## config.mk

```make
export PLATFORM = sky130hd
export DESIGN_NAME = sram_arbiter
export DESIGN_NICKNAME = d
export VERILOG_FILES = /design/src/rtl/sram_arbiter.sv
export SDC_FILE = /design/constraint.sdc
export NUM_CORES = 1
export LEC_CHECK = 0
export CORE_MARGIN = 5
export CORE_UTILIZATION = 35
export CTS_CLUSTER_SIZE = 10
export DETAILED_ROUTE_END_ITERATION = 10
export PLACE_DENSITY = 0.74
export SYNTH_ARGS = -nofsm -noshare
export SYNTH_HDL_FRONTEND = slang
export SYNTH_SLANG_ARGS = --single-unit
```

## constraint.sdc

```tcl
create_clock -name clk -period 4.4 [get_ports clk]
set_input_delay 0.66 -clock clk [delete_from_list [all_inputs] [get_ports clk]]
set_output_delay 0.66 -clock clk [all_outputs]
set_load 0.03 [all_outputs]
```

## src/rtl/sram_arbiter.sv

```systemverilog
// Round-robin arbiter sharing one SRAM controller port between the MEM stage (port 0) and the loader/DMA (port 1).
// Grant in IDLE, hold the latched request through BUSY until mem_ready, then a one-cycle DONE with per-port ready.
module sram_arbiter #(
  parameter int ADDR_W = 32,
  parameter int DATA_W = 32
) (
  input  logic              clk,
  input  logic              rst,
  input  logic              p0_rd,
  input  logic              p0_wr,
  input  logic [ADDR_W-1:0] p0_addr,
  input  logic [DATA_W-1:0] p0_wdata,
  output logic [DATA_W-1:0] p0_rdata,
  output logic              p0_ready,
  input  logic              p1_rd,
  input  logic              p1_wr,
  input  logic [ADDR_W-1:0] p1_addr,
  input  logic [DATA_W-1:0] p1_wdata,
  output logic [DATA_W-1:0] p1_rdata,
  output logic              p1_ready,
  output logic              mem_rd,
  output logic              mem_wr,
  output logic [ADDR_W-1:0] mem_addr,
  output logic [DATA_W-1:0] mem_wdata,
  input  logic [DATA_W-1:0] mem_rdata,
  input  logic              mem_ready,
  output logic [1:0]        grant
);

  typedef enum logic [1:0] {IDLE, BUSY, DONE} state_t;

  state_t              state_q, state_d;
  logic                last_q, last_d;
  logic                owner_q, owner_d;
  logic                op_wr_q, op_wr_d;
  logic [ADDR_W-1:0]   addr_q, addr_d;
  logic [DATA_W-1:0]   wdata_q, wdata_d;
  logic [1:0]          grant_q, grant_d;
  logic [DATA_W-1:0]   p0_rdata_q, p0_rdata_d;
  logic [DATA_W-1:0]   p1_rdata_q, p1_rdata_d;
  logic                done0_q, done0_d;
  logic                done1_q, done1_d;
  logic                req0, req1;

  assign req0 = p0_rd | p0_wr;
  assign req1 = p1_rd | p1_wr;

  always_comb begin
    state_d    = state_q;
    last_d     = last_q;
    owner_d    = owner_q;
    op_wr_d    = op_wr_q;
    addr_d     = addr_q;
    wdata_d    = wdata_q;
    grant_d    = grant_q;
    p0_rdata_d = p0_rdata_q;
    p1_rdata_d = p1_rdata_q;
    done0_d    = 1'b0;
    done1_d    = 1'b0;
    case (state_q)
      IDLE: begin
        if (req0 | req1) begin
          // On a tie the port that did not win last time goes next.
          owner_d = (req0 & req1) ? ~last_q : req1;
          op_wr_d = owner_d ? p1_wr : p0_wr;
          addr_d  = owner_d ? p1_addr : p0_addr;
          wdata_d = owner_d ? p1_wdata : p0_wdata;
          last_d  = owner_d;
          grant_d = owner_d ? 2'b10 : 2'b01;
          state_d = BUSY;
        end
      end
      BUSY: begin
        if (mem_ready) begin
          if (!op_wr_q) begin
            if (owner_q) p1_rdata_d = mem_rdata;
            else         p0_rdata_d = mem_rdata;
          end
          done0_d = ~owner_q;
          done1_d = owner_q;
          grant_d = 2'b00;
          state_d = DONE;
        end
      end
      DONE:    state_d = IDLE;
      default: state_d = IDLE;
    endcase
  end

  always_ff @(posedge clk or posedge rst) begin
    if (rst) begin
      state_q    <= IDLE;
      last_q     <= 1'b1;
      owner_q    <= 1'b0;
      op_wr_q    <= 1'b0;
      addr_q     <= '0;
      wdata_q    <= '0;
      grant_q    <= 2'b00;
      p0_rdata_q <= '0;
      p1_rdata_q <= '0;
      done0_q    <= 1'b0;
      done1_q    <= 1'b0;
    end else begin
      state_q    <= state_d;
      last_q     <= last_d;
      owner_q    <= owner_d;
      op_wr_q    <= op_wr_d;
      addr_q     <= addr_d;
      wdata_q    <= wdata_d;
      grant_q    <= grant_d;
      p0_rdata_q <= p0_rdata_d;
      p1_rdata_q <= p1_rdata_d;
      done0_q    <= done0_d;
      done1_q    <= done1_d;
    end
  end

  // Controller strobes come only from latched state, so requester churn cannot leak through.
  assign mem_rd    = (state_q == BUSY) & ~op_wr_q;
  assign mem_wr    = (state_q == BUSY) & op_wr_q;
  assign mem_addr  = addr_q;
  assign mem_wdata = wdata_q;
  assign grant     = grant_q;
  assign p0_rdata  = p0_rdata_q;
  assign p1_rdata  = p1_rdata_q;
  assign p0_ready  = ~req0 | done0_q;
  assign p1_ready  = ~req1 | done1_q;

endmodule

```

# Word level (Yosys, flattened, before mapping)
# Cells that the tools add are included.
# totals
reg_bits,137
inputBits,167
output_inout_bits,134
word_cells,49
# classes
eq_ne,3
muxes,15
bitwise_logic,13
reduce_logical,7
# ops
cell,count
$mux 32,2
$mux 2,5
$pmux 2 s2,2
$reduce_and 4->1,2
$mux 1,6
$not 1->1,5
$or 1x1->1,5
$ne 2x2->1 const B,2
$reduce_and 2->1,2
$and 1x1->1,3
$reduce_and 3->1,1
$eq 2x1->1 const B,1
$logic_not 2->1,1
$reduce_bool 2->1,1

# Depth between registers and ports, before layout
# Gate-level depths: netlist (run 1).
# logic_depth
ltp_word,6
ltp_mapped,5
depth_no_buf,3

# Least setup slack after synthesis (run 1)
# OpenSTA, ideal clock, no wires.
# synth_timing
kind,input port to output port
startpoint,input port p1_rd
endpoint,output port p1_ready
t_arrival_ps,1523
required_ps,3740
setup_slack_ps,2217
path_stages,4
n_path_buf,2
path_cell_list,or2_2 > clkbuf_1 > clkbuf_1 > nand2b_1
# synth_between
elab_chain_len,3
# synth_rtl
item,line_no,text
"start, declared",15,"input logic p1_rd,"
$or 1x1->1,46,assign req1 = p1_rd | p1_wr;
$not 1->1,127,assign p1_ready = ~req1 | done1_q;
$or 1x1->1,127,
"end, declared",20,"output logic p1_ready,"
# No other way between the ends.

# Final worst setup path (run 1)
# Same ends and word-level chain as after synthesis.

==> flow_metrics.py, run 1 <==
metrics = {
    "run_status": {
        "status": "complete, no violations",
    },
    "route": {
        "ant_nets": 0,
        "viasPerCell": 5.23,
        "vias": 4967,
        "dr.first_iter.drc_count": 249,
        "drt-total-wl_mm": 19.2,
        "drc": 0,
        "routedWlPerCell_um": 20.2,
        "firstDrtPassIters": 4,
    },
    "finish": {
        "final_common_cell": "clkdlybuf4s50_1",
        "syn_to_final_growth_pct": 63.8,
        "n_antenna_cell": 0,
        "final_nets": 884,
        "final_cell_mix": "300 x clkdlybuf4s50_1, 136 x dfrtp_1, 42 x a221o_1",
        "layout-drive-gt1-share": 0.155,
    },
    "place": {
        "dp_hpwl_mm": 13.8,
        "gp_congestion": 0.853,
        "port_buffers": 300,
        "place_worst_setup_slack_ns": 1.22,
    },
    "clock_network": {
        "htree_levels": 4,
        "postCtsHoldBufs": 0,
        "cts_buffers": 17,
        "cts_resized": 0,
        "path_clk_slew_ns": 0.06,
        "cts_root_buf": "clkbuf_16",
        "postCtsSetupRepairBufs": 0,
        "clkSinkCount": 137,
        "clockBufferDepth": 2,
        "cts_tree": "built",
        "worstSkewPairLatency_ns": 0.41,
    },
    "timing": {
        "hold_viol_final": 0,
        "setup-tns-final_ns": 0,
        "post-route-min-period_ns": 3.18,
        "setup_slack_ns": 1.22,
        "worst_slew_pin_slew_ns": 1.09,
        "maxSlewHeadroom": 0.276,
        "fin_worst_skew_ns": 0.0118,
        "whs_ns": 0.496,
        "rsz0062_at_grt": "false",
        "report.final.setup_viol": 0,
        "fin_crit_sh": 0.722,
        "slew_viol_final": 0,
        "fmax_mhz": 315,
    },
    "floorplanning": {
        "start_util": 0.358,
        "core_area_sq_um": 16700,
        "design.die.area_sq_um": 19800,
        "fp.dieH_um": 141,
        "fp.dieW_um": 141,
        "fp-row-count": 47,
        "pin_count": 301,
    },
    "yosys": {
        "synth_nets": 596,
        "synth.distinct_cells": 35,
        "async_flop_share": 1.00,
        "ys_warn_count": 0,
        "synth_cells": 429,
        "syn_area_sq_um": 5980,
        "ys.flop_type": "dfrtp_1",
        "synth.avg_cell_area_sq_um": 13.9,
        "ys_seq_area_frac": 0.574,
        "synth_seq_cells": 137,
        "synth_edf_count": 0,
    },
    "critical_path": {
        "start_kind": "input port",
        "ff2ff_setup_slack_ns": 2.10,
        "critical_path_class": "input port to output port",
        "worstPathArrival_ns": 2.52,
        "cp.required_ns": 3.74,
        "crit_path_end_kind": "output port",
        "cp_max_fo": 23,
    },
    "global_routing": {
        "grt_max_degree": 71,
        "grt_use_total": 0.187,
        "grt_pass1_wl_mm": 29.8,
        "grt_pass1_vias": 5443,
        "antenna_found_initial": 0,
        "overflow": 0,
    },
    "job": {
        "cap_violations": 0,
    },
    "power_and_ir_drop": {
        "p_per_area_nw_per_um2": 836,
        "vdd_drop_max_mv": 0.500,
        "power_mw": 8.19,
        "p_leak_nw": 4.11,
    },
    "hold_path": {
        "hold_class": "register to register",
    },
}
[per-layer routing]
layer | track usage | share of wire | up-vias
met4 | 0.0714 | 0.029 | 0
met2 | 0.315 | 0.50 | 231
li1 | - | - | 2242
met1 | 0.230 | 0.41 | 2460
met3 | 0.0491 | 0.067 | 34
met5 | 0 | 0 | -
[synthesized netlist by cell type, types with 2 or more instances]
master | n | share of area
a21o_1 | 2 | 0.0025
nand2b_1 | 3 | 0.0031
buf_2 | 12 | 0.010
or2_1 | 2 | 0.0021
dfrtp_1 | 136 | 0.57
mux2_2 | 32 | 0.060
a221o_1 | 42 | 0.070
a31o_2 | 2 | 0.0029
mux2_1 | 2 | 0.0038
clkbuf_1 | 18 | 0.011
a21boi_1 | 40 | 0.050
nor2_1 | 7 | 0.0044
buf_6 | 7 | 0.013
a311oi_1 | 22 | 0.032
inv_1 | 4 | 0.0025
mux2_4 | 30 | 0.075
buf_4 | 4 | 0.0050
a21boi_0 | 2 | 0.0025
a2bb2oi_1 | 22 | 0.032
o21ai_0 | 25 | 0.021
[logic make-up (layout without fill, tap and decap cells)]
| group | Yosys count | after routing | share of synthesized area |
|---|---|---|---|
| simple gates | 22 | 22 | 0.0262 |
| flops | 137 | 137 | 0.574 |
| compound gates | 161 | 161 | 0.219 |
| mux | 64 | 64 | 0.139 |
| buf+inv | 45 | 346 | 0.0421 |
[worst max-delay path, stage by stage]
cell             delay, ns
clkdlybuf4s50_1       0.50
or2_2                 0.52
nand2b_1              0.15
clkdlybuf4s50_1       0.68
[through the flow]
| stage | utilization | cells | area [sq um] |
|---|---|---|---|
| floorplan | - | 429 | 5980 |
| global placement | 0.547 | 918 | 9130 |
| detailed placement | 0.547 | 918 | 9130 |
| CTS | 0.587 | 950 | 9800 |
| global route | 0.587 | 950 | 9800 |
| finish | 0.587 | 950 | 9800 |
[state kept, by name, summed over array words and instances, names as in the netlist]
| name | cells |
|---|---|
| done0_q | 1 |
| grant | 2 |
| done1_q | 1 |
| state_q | 2 |
| p1_rdata | 32 |
| mem_wdata | 32 |
| owner_q | 1 |
| last_q | 1 |
| p0_rdata | 32 |
| op_wr_q | 1 |
| mem_addr | 32 |
[report_power, final]
| group | switching, mW | total [mW] | internal [mW] |
|---|---|---|---|
| clock | 0.537 | 1.59 | 1.06 |
| sequential | 0.373 | 2.27 | 1.90 |
| combinational | 2.30 | 4.33 | 2.03 |
| total | 3.21 | 8.19 | 4.98 |
[final cells by class]
type                            count  area, sq um
Fill cell                        1327         6910
Sequential cell                   137         3430
Timing Repair Buffer              310         3090
Multi-Input combinational cell    247         2320
Clock buffer                       22          474
Tap cell                          220          275
Clock inverter                     10          189
Inverter                            4         20.0
[final timing paths]
| check | start | cells after the start | end |
|---|---|---|---|
| min in group asynchronous | rst | 2 | p1_rdata[11] |
| max in group asynchronous | rst | 3 | last_q |
| setup / recovery | p1_rd | 4 | p1_ready |
| setup reg to reg | state_q[0] | 4 | mem_addr[16] |
| hold reg to reg | p0_rdata[25] | 1 | p0_rdata[25] |
| hold / removal | p0_rdata[25] | 1 | p0_rdata[25] |
Note: power is estimated with default switching activity, not from simulation.
==> inputs of run 2 (changes only) <==
PLACE_DENSITY = 0.72   (was 0.74)
clock period = 2.99 ns   (was 4.4 ns; I/O delays follow)
==> flow_metrics.py, run 2 (synthesis results as in run 1) <==
metrics = {
    "run_status": {
        "status": "complete, no violations",
    },
    "hold_path": {
        "hold_class": "input port to asynchronous set/reset pin",
    },
    "clock_network": {
        "cts_buffers": 17,
        "clkSinkCount": 137,
        "cts_resized": 0,
        "postCtsHoldBufs": 0,
        "htree_levels": 4,
        "cts_root_buf": "clkbuf_16",
        "cts_tree": "built",
        "postCtsSetupRepairBufs": 0,
        "clockBufferDepth": 2,
        "worstSkewPairLatency_ns": 0.41,
        "path_clk_slew_ns": 0.06,
    },
    "floorplanning": {
        "fp.dieW_um": 141,
        "core_area_sq_um": 16700,
        "start_util": 0.358,
        "design.die.area_sq_um": 19800,
        "fp-row-count": 47,
        "pin_count": 301,
        "fp.dieH_um": 141,
    },
    "power_and_ir_drop": {
        "p_int_mw": 7.23,
        "p_leak_nw": 4.10,
        "p_per_area_nw_per_um2": 1220,
        "power.share.switching": 0.397,
        "power_mw": 12.0,
        "power.switching_mw": 4.77,
        "vdd_drop_max_mv": 0.578,
        "p_seq_frac": 0.281,
        "p_comb_frac": 0.533,
        "power_frac_clock": 0.186,
    },
    "critical_path": {
        "cp_cell_sequence": "clkdlybuf4s50_1 > or2_2 > nand2b_1 > clkdlybuf4s50_1",
        "worstPathArrival_ns": 2.12,
        "ff2ff_setup_slack_ns": 0.88,
        "crit_path_frequent_cell": "clkdlybuf4s50_1",
        "critical_path_class": "input port to output port",
        "cp_num_buf_inv": 2,
        "r2r-end": "mem_addr[9]",
        "cpLargestDelayFamily": "buffers and inverters",
        "cp_max_fo": 5,
        "start_kind": "input port",
        "cp_slowest_cell": "clkdlybuf4s50_1",
        "crit_path_end_kind": "output port",
        "r2r_cells": 4,
        "cp.required_ns": 2.54,
        "cp_slowest_stage_delay_ns": 0.68,
        "r2r-start": "state_q[0]",
    },
    "finish": {
        "final_nets": 888,
        "n_antenna_cell": 0,
        "final_cell_mix": "300 x clkdlybuf4s50_1, 136 x dfrtp_1, 42 x a221o_1",
        "fin_cells": 954,
        "final_core_util": 0.587,
        "syn_to_final_growth_pct": 63.9,
        "stdcell_area_sq_um": 9800,
        "final_common_cell": "clkdlybuf4s50_1",
        "layout-drive-gt1-share": 0.159,
    },
    "route": {
        "drt-total-wl_mm": 19.8,
        "drc": 0,
        "dr.first_iter.drc_count": 294,
        "firstDrtPassIters": 5,
        "routedWlPerCell_um": 20.8,
        "ant_nets": 0,
        "viasPerCell": 5.34,
        "vias": 5093,
    },
    "timing": {
        "fin_worst_skew_ns": 0.00894,
        "hold_viol_final": 0,
        "fin_crit_sh": 0.858,
        "worst_slew_pin_slew_ns": 0.993,
        "report.final.setup_viol": 0,
        "post-route-min-period_ns": 2.57,
        "setup-tns-final_ns": 0,
        "whs_ns": 0.495,
        "fmax_mhz": 390,
        "setup_slack_ns": 0.425,
        "rsz0062_at_grt": "false",
        "maxSlewHeadroom": 0.338,
        "slew_viol_final": 0,
    },
    "global_routing": {
        "grt_use_met3": 0.0525,
        "grt_pass1_wl_mm": 30.7,
        "top_usage_layer": "met2",
        "grt_max_degree": 66,
        "met2_usage": 0.311,
        "grt_use_total": 0.197,
        "overflow": 0,
        "grt_pass1_vias": 5517,
        "grtUsageMet1": 0.251,
        "antenna_found_initial": 0,
    },
    "place": {
        "dp_hpwl_mm": 14.4,
        "place_worst_setup_slack_ns": 0.405,
        "gp_congestion": 0.845,
        "port_buffers": 300,
        "place_area_sq_um": 9170,
        "dpl.cell_count": 922,
    },
    "job": {
        "cap_violations": 0,
    },
}
-- run 2: per-layer routing --
layer  share of wire  vias up
li1                -     2253
met3           0.072       51
met2            0.48      259
met4           0.040        0
met1            0.40     2530
met5               0        -
-- run 2: layout make-up --
| class | count | area, sq um |
|---|---|---|
| flip-flops and latches | 137 | 3430 |
| clock buffers | 21 | 460 |
| multi-input cells | 247 | 2320 |
| clock inverters | 11 | 169 |
| repair buffers | 314 | 3130 |
| fillers | 1330 | 6900 |
| inverters | 4 | 18.8 |
| well taps | 220 | 275 |
-- run 2: worst register-to-register path: cells and delay by family (launching register included) --
family                 cells  cell delay (ns)
AO/OA/AOI/OAI              1             0.28
buffers and inverters      1             0.47
flip-flops                 1             0.44
AND/OR/NAND/NOR            2             0.86
-- run 2: power by group through the flow --
stage               Clock [mW]  Sequential, mW  Combinational, mW
global placement             0            3.34               6.31
detailed placement           0            3.37               6.45
finish                    2.23            3.37               6.40
global route              2.37            3.49               6.71
CTS                       2.28            3.38               6.45
floorplan                    0            5.01               2.11
-- run 2: worst max path at each step --
| stage | start | end | slack, ns | cells after the start |
|---|---|---|---|---|
| after detailed placement | p1_rd | p1_ready | 0.40 | 4 |
| after global placement | p1_rd | p1_ready | 0.42 | 4 |
| final | p1_rd | p1_ready | 0.42 | 4 |
| after global routing | p1_rd | p1_ready | 0.38 | 4 |
| after CTS | p1_rd | p1_ready | 0.41 | 4 |
| after floorplan | rst | done0_q | 0.84 | 1 |
==> inputs of run 3 (changes only) <==
CORE_ASPECT_RATIO = 0.8   (was unset)
PLACE_DENSITY = 0.77   (was 0.72)
==> flow_metrics.py, run 3 (synthesis results as in run 1) <==
metrics = {
    "critical_path": {
        "start_kind": "input port",
        "cp_slowest_stage_delay_ns": 0.70,
        "r2r_cells": 4,
        "ff2ff_setup_slack_ns": 0.96,
        "cp-endpoint": "p1_ready",
        "r2r-end": "mem_wdata[21]",
        "cp_cell_sequence": "clkdlybuf4s50_1 > or2_2 > nand2b_1 > clkdlybuf4s50_1",
        "critPathLaunch": "p1_rd",
        "worstPathArrival_ns": 2.13,
        "cp_slowest_cell": "clkdlybuf4s50_1",
        "crit_path_frequent_cell": "clkdlybuf4s50_1",
        "critical_path_class": "input port to output port",
        "crit_path_end_kind": "output port",
        "cp.required_ns": 2.54,
        "r2r-start": "state_q[0]",
        "cp_max_fo": 5,
    },
    "route": {
        "drc": 0,
        "viasPerCell": 5.22,
        "vias": 4979,
        "drt-total-wl_mm": 19.4,
        "dr.first_iter.drc_count": 215,
        "ant_nets": 0,
        "routedWlPerCell_um": 20.3,
        "firstDrtPassIters": 4,
    },
    "timing": {
        "setup_slack_ns": 0.415,
        "fin_worst_skew_ns": 0.00732,
        "hold_viol_final": 0,
        "fin_crit_sh": 0.861,
        "fmax_mhz": 388,
        "worst_slew_pin_slew_ns": 0.928,
        "rsz0062_at_grt": "false",
        "setup-tns-final_ns": 0,
        "post-route-min-period_ns": 2.58,
        "report.final.setup_viol": 0,
        "maxSlewHeadroom": 0.381,
        "slew_viol_final": 0,
    },
    "place": {
        "dp_hpwl_mm": 13.9,
        "gp_congestion": 0.885,
        "dpl.cell_count": 921,
        "port_buffers": 300,
        "place_worst_setup_slack_ns": 0.416,
        "place_area_sq_um": 9150,
    },
    "clock_network": {
        "clkSinkCount": 137,
        "cts_tree": "built",
        "htree_levels": 4,
        "cts_resized": 0,
        "worstSkewPairLatency_ns": 0.41,
        "postCtsSetupRepairBufs": 0,
        "cts_buffers": 17,
        "cts_root_buf": "clkbuf_16",
        "path_clk_slew_ns": 0.06,
        "clockBufferDepth": 2,
        "postCtsHoldBufs": 0,
    },
    "global_routing": {
        "grt_max_degree": 138,
        "grt_pass1_vias": 5469,
        "grt_pass1_wl_mm": 30.1,
        "antenna_found_initial": 0,
        "grt_use_total": 0.190,
        "overflow": 0,
    },
    "floorplanning": {
        "start_util": 0.359,
        "core_area_sq_um": 16700,
        "fp.dieW_um": 156,
        "fp-row-count": 42,
        "fp.dieH_um": 127,
        "pin_count": 301,
        "design.die.area_sq_um": 19800,
    },
    "finish": {
        "fin_cells": 953,
        "stdcell_area_sq_um": 9770,
        "final_nets": 887,
        "final_cell_mix": "300 x clkdlybuf4s50_1, 136 x dfrtp_1, 42 x a221o_1",
        "syn_to_final_growth_pct": 63.4,
        "n_antenna_cell": 0,
        "final_common_cell": "clkdlybuf4s50_1",
        "layout-drive-gt1-share": 0.158,
    },
    "power_and_ir_drop": {
        "p_leak_nw": 4.09,
        "vdd_drop_max_mv": 0.596,
        "p_per_area_nw_per_um2": 1220,
    },
    "run_status": {
        "status": "complete, no violations",
    },
    "job": {
        "cap_violations": 0,
    },
    "hold_path": {
        "hold_class": "register to register",
    },
}
[run 3: layout make-up]
| cell class | instances | area, sq um |
|---|---|---|
| fillers | 1321 | 6890 |
| flip-flops and latches | 137 | 3430 |
| repair buffers | 313 | 3110 |
| multi-input cells | 247 | 2320 |
| clock buffers | 22 | 474 |
| well taps | 220 | 275 |
| clock inverters | 10 | 141 |
| inverters | 4 | 18.8 |
[run 3: worst min path at each step]
stage / cells past startpoint / slack [ns] / from / endpoint
floorplan: 1 / 0.46 / owner_q / done0_q
global placement: 1 / 0.47 / p0_rdata[26] / p0_rdata[26]
detailed placement: 1 / 0.48 / p0_rdata[26] / p0_rdata[26]
CTS: 1 / 0.49 / p0_rdata[26] / p0_rdata[26]
global route: 1 / 0.51 / p1_rdata[12] / p1_rdata[12]
finish: 1 / 0.50 / p0_rdata[26] / p0_rdata[26]
[run 3: worst max-delay path, delay by kind of cell]
kind	cells	cell delay [ns]
buffers and inverters	2	1.21
AND/OR/NAND/NOR	2	0.46
[run 3: per-layer routing]
metal | global-route usage | vias to the layer above | wire (um)
met1 | 0.241 | 2455 | 7990
li1 | - | 2252 | -
met3 | 0.0562 | 29 | 1630
met5 | 0 | - | 0
met2 | 0.311 | 243 | 9310
met4 | 0.0689 | 0 | 452
[run 3: where the power goes]
group | leakage, nW | internal [mW] | switching, mW
clock network | 0.297 | 1.38 | 0.778
logic | 2.15 | 2.99 | 3.37
registers | 1.65 | 2.79 | 0.564
total | 4.09 | 7.17 | 4.72
[run 3: through the flow]
step	hold WS [ns]	total power [mW]	util
after CTS	0.492	12.0	0.586
after global placement	0.473	9.62	0.549
after floorplan	0.464	7.12	-
after global routing	0.514	12.5	0.586
final	0.495	11.9	0.586
after detailed placement	0.478	9.77	0.549
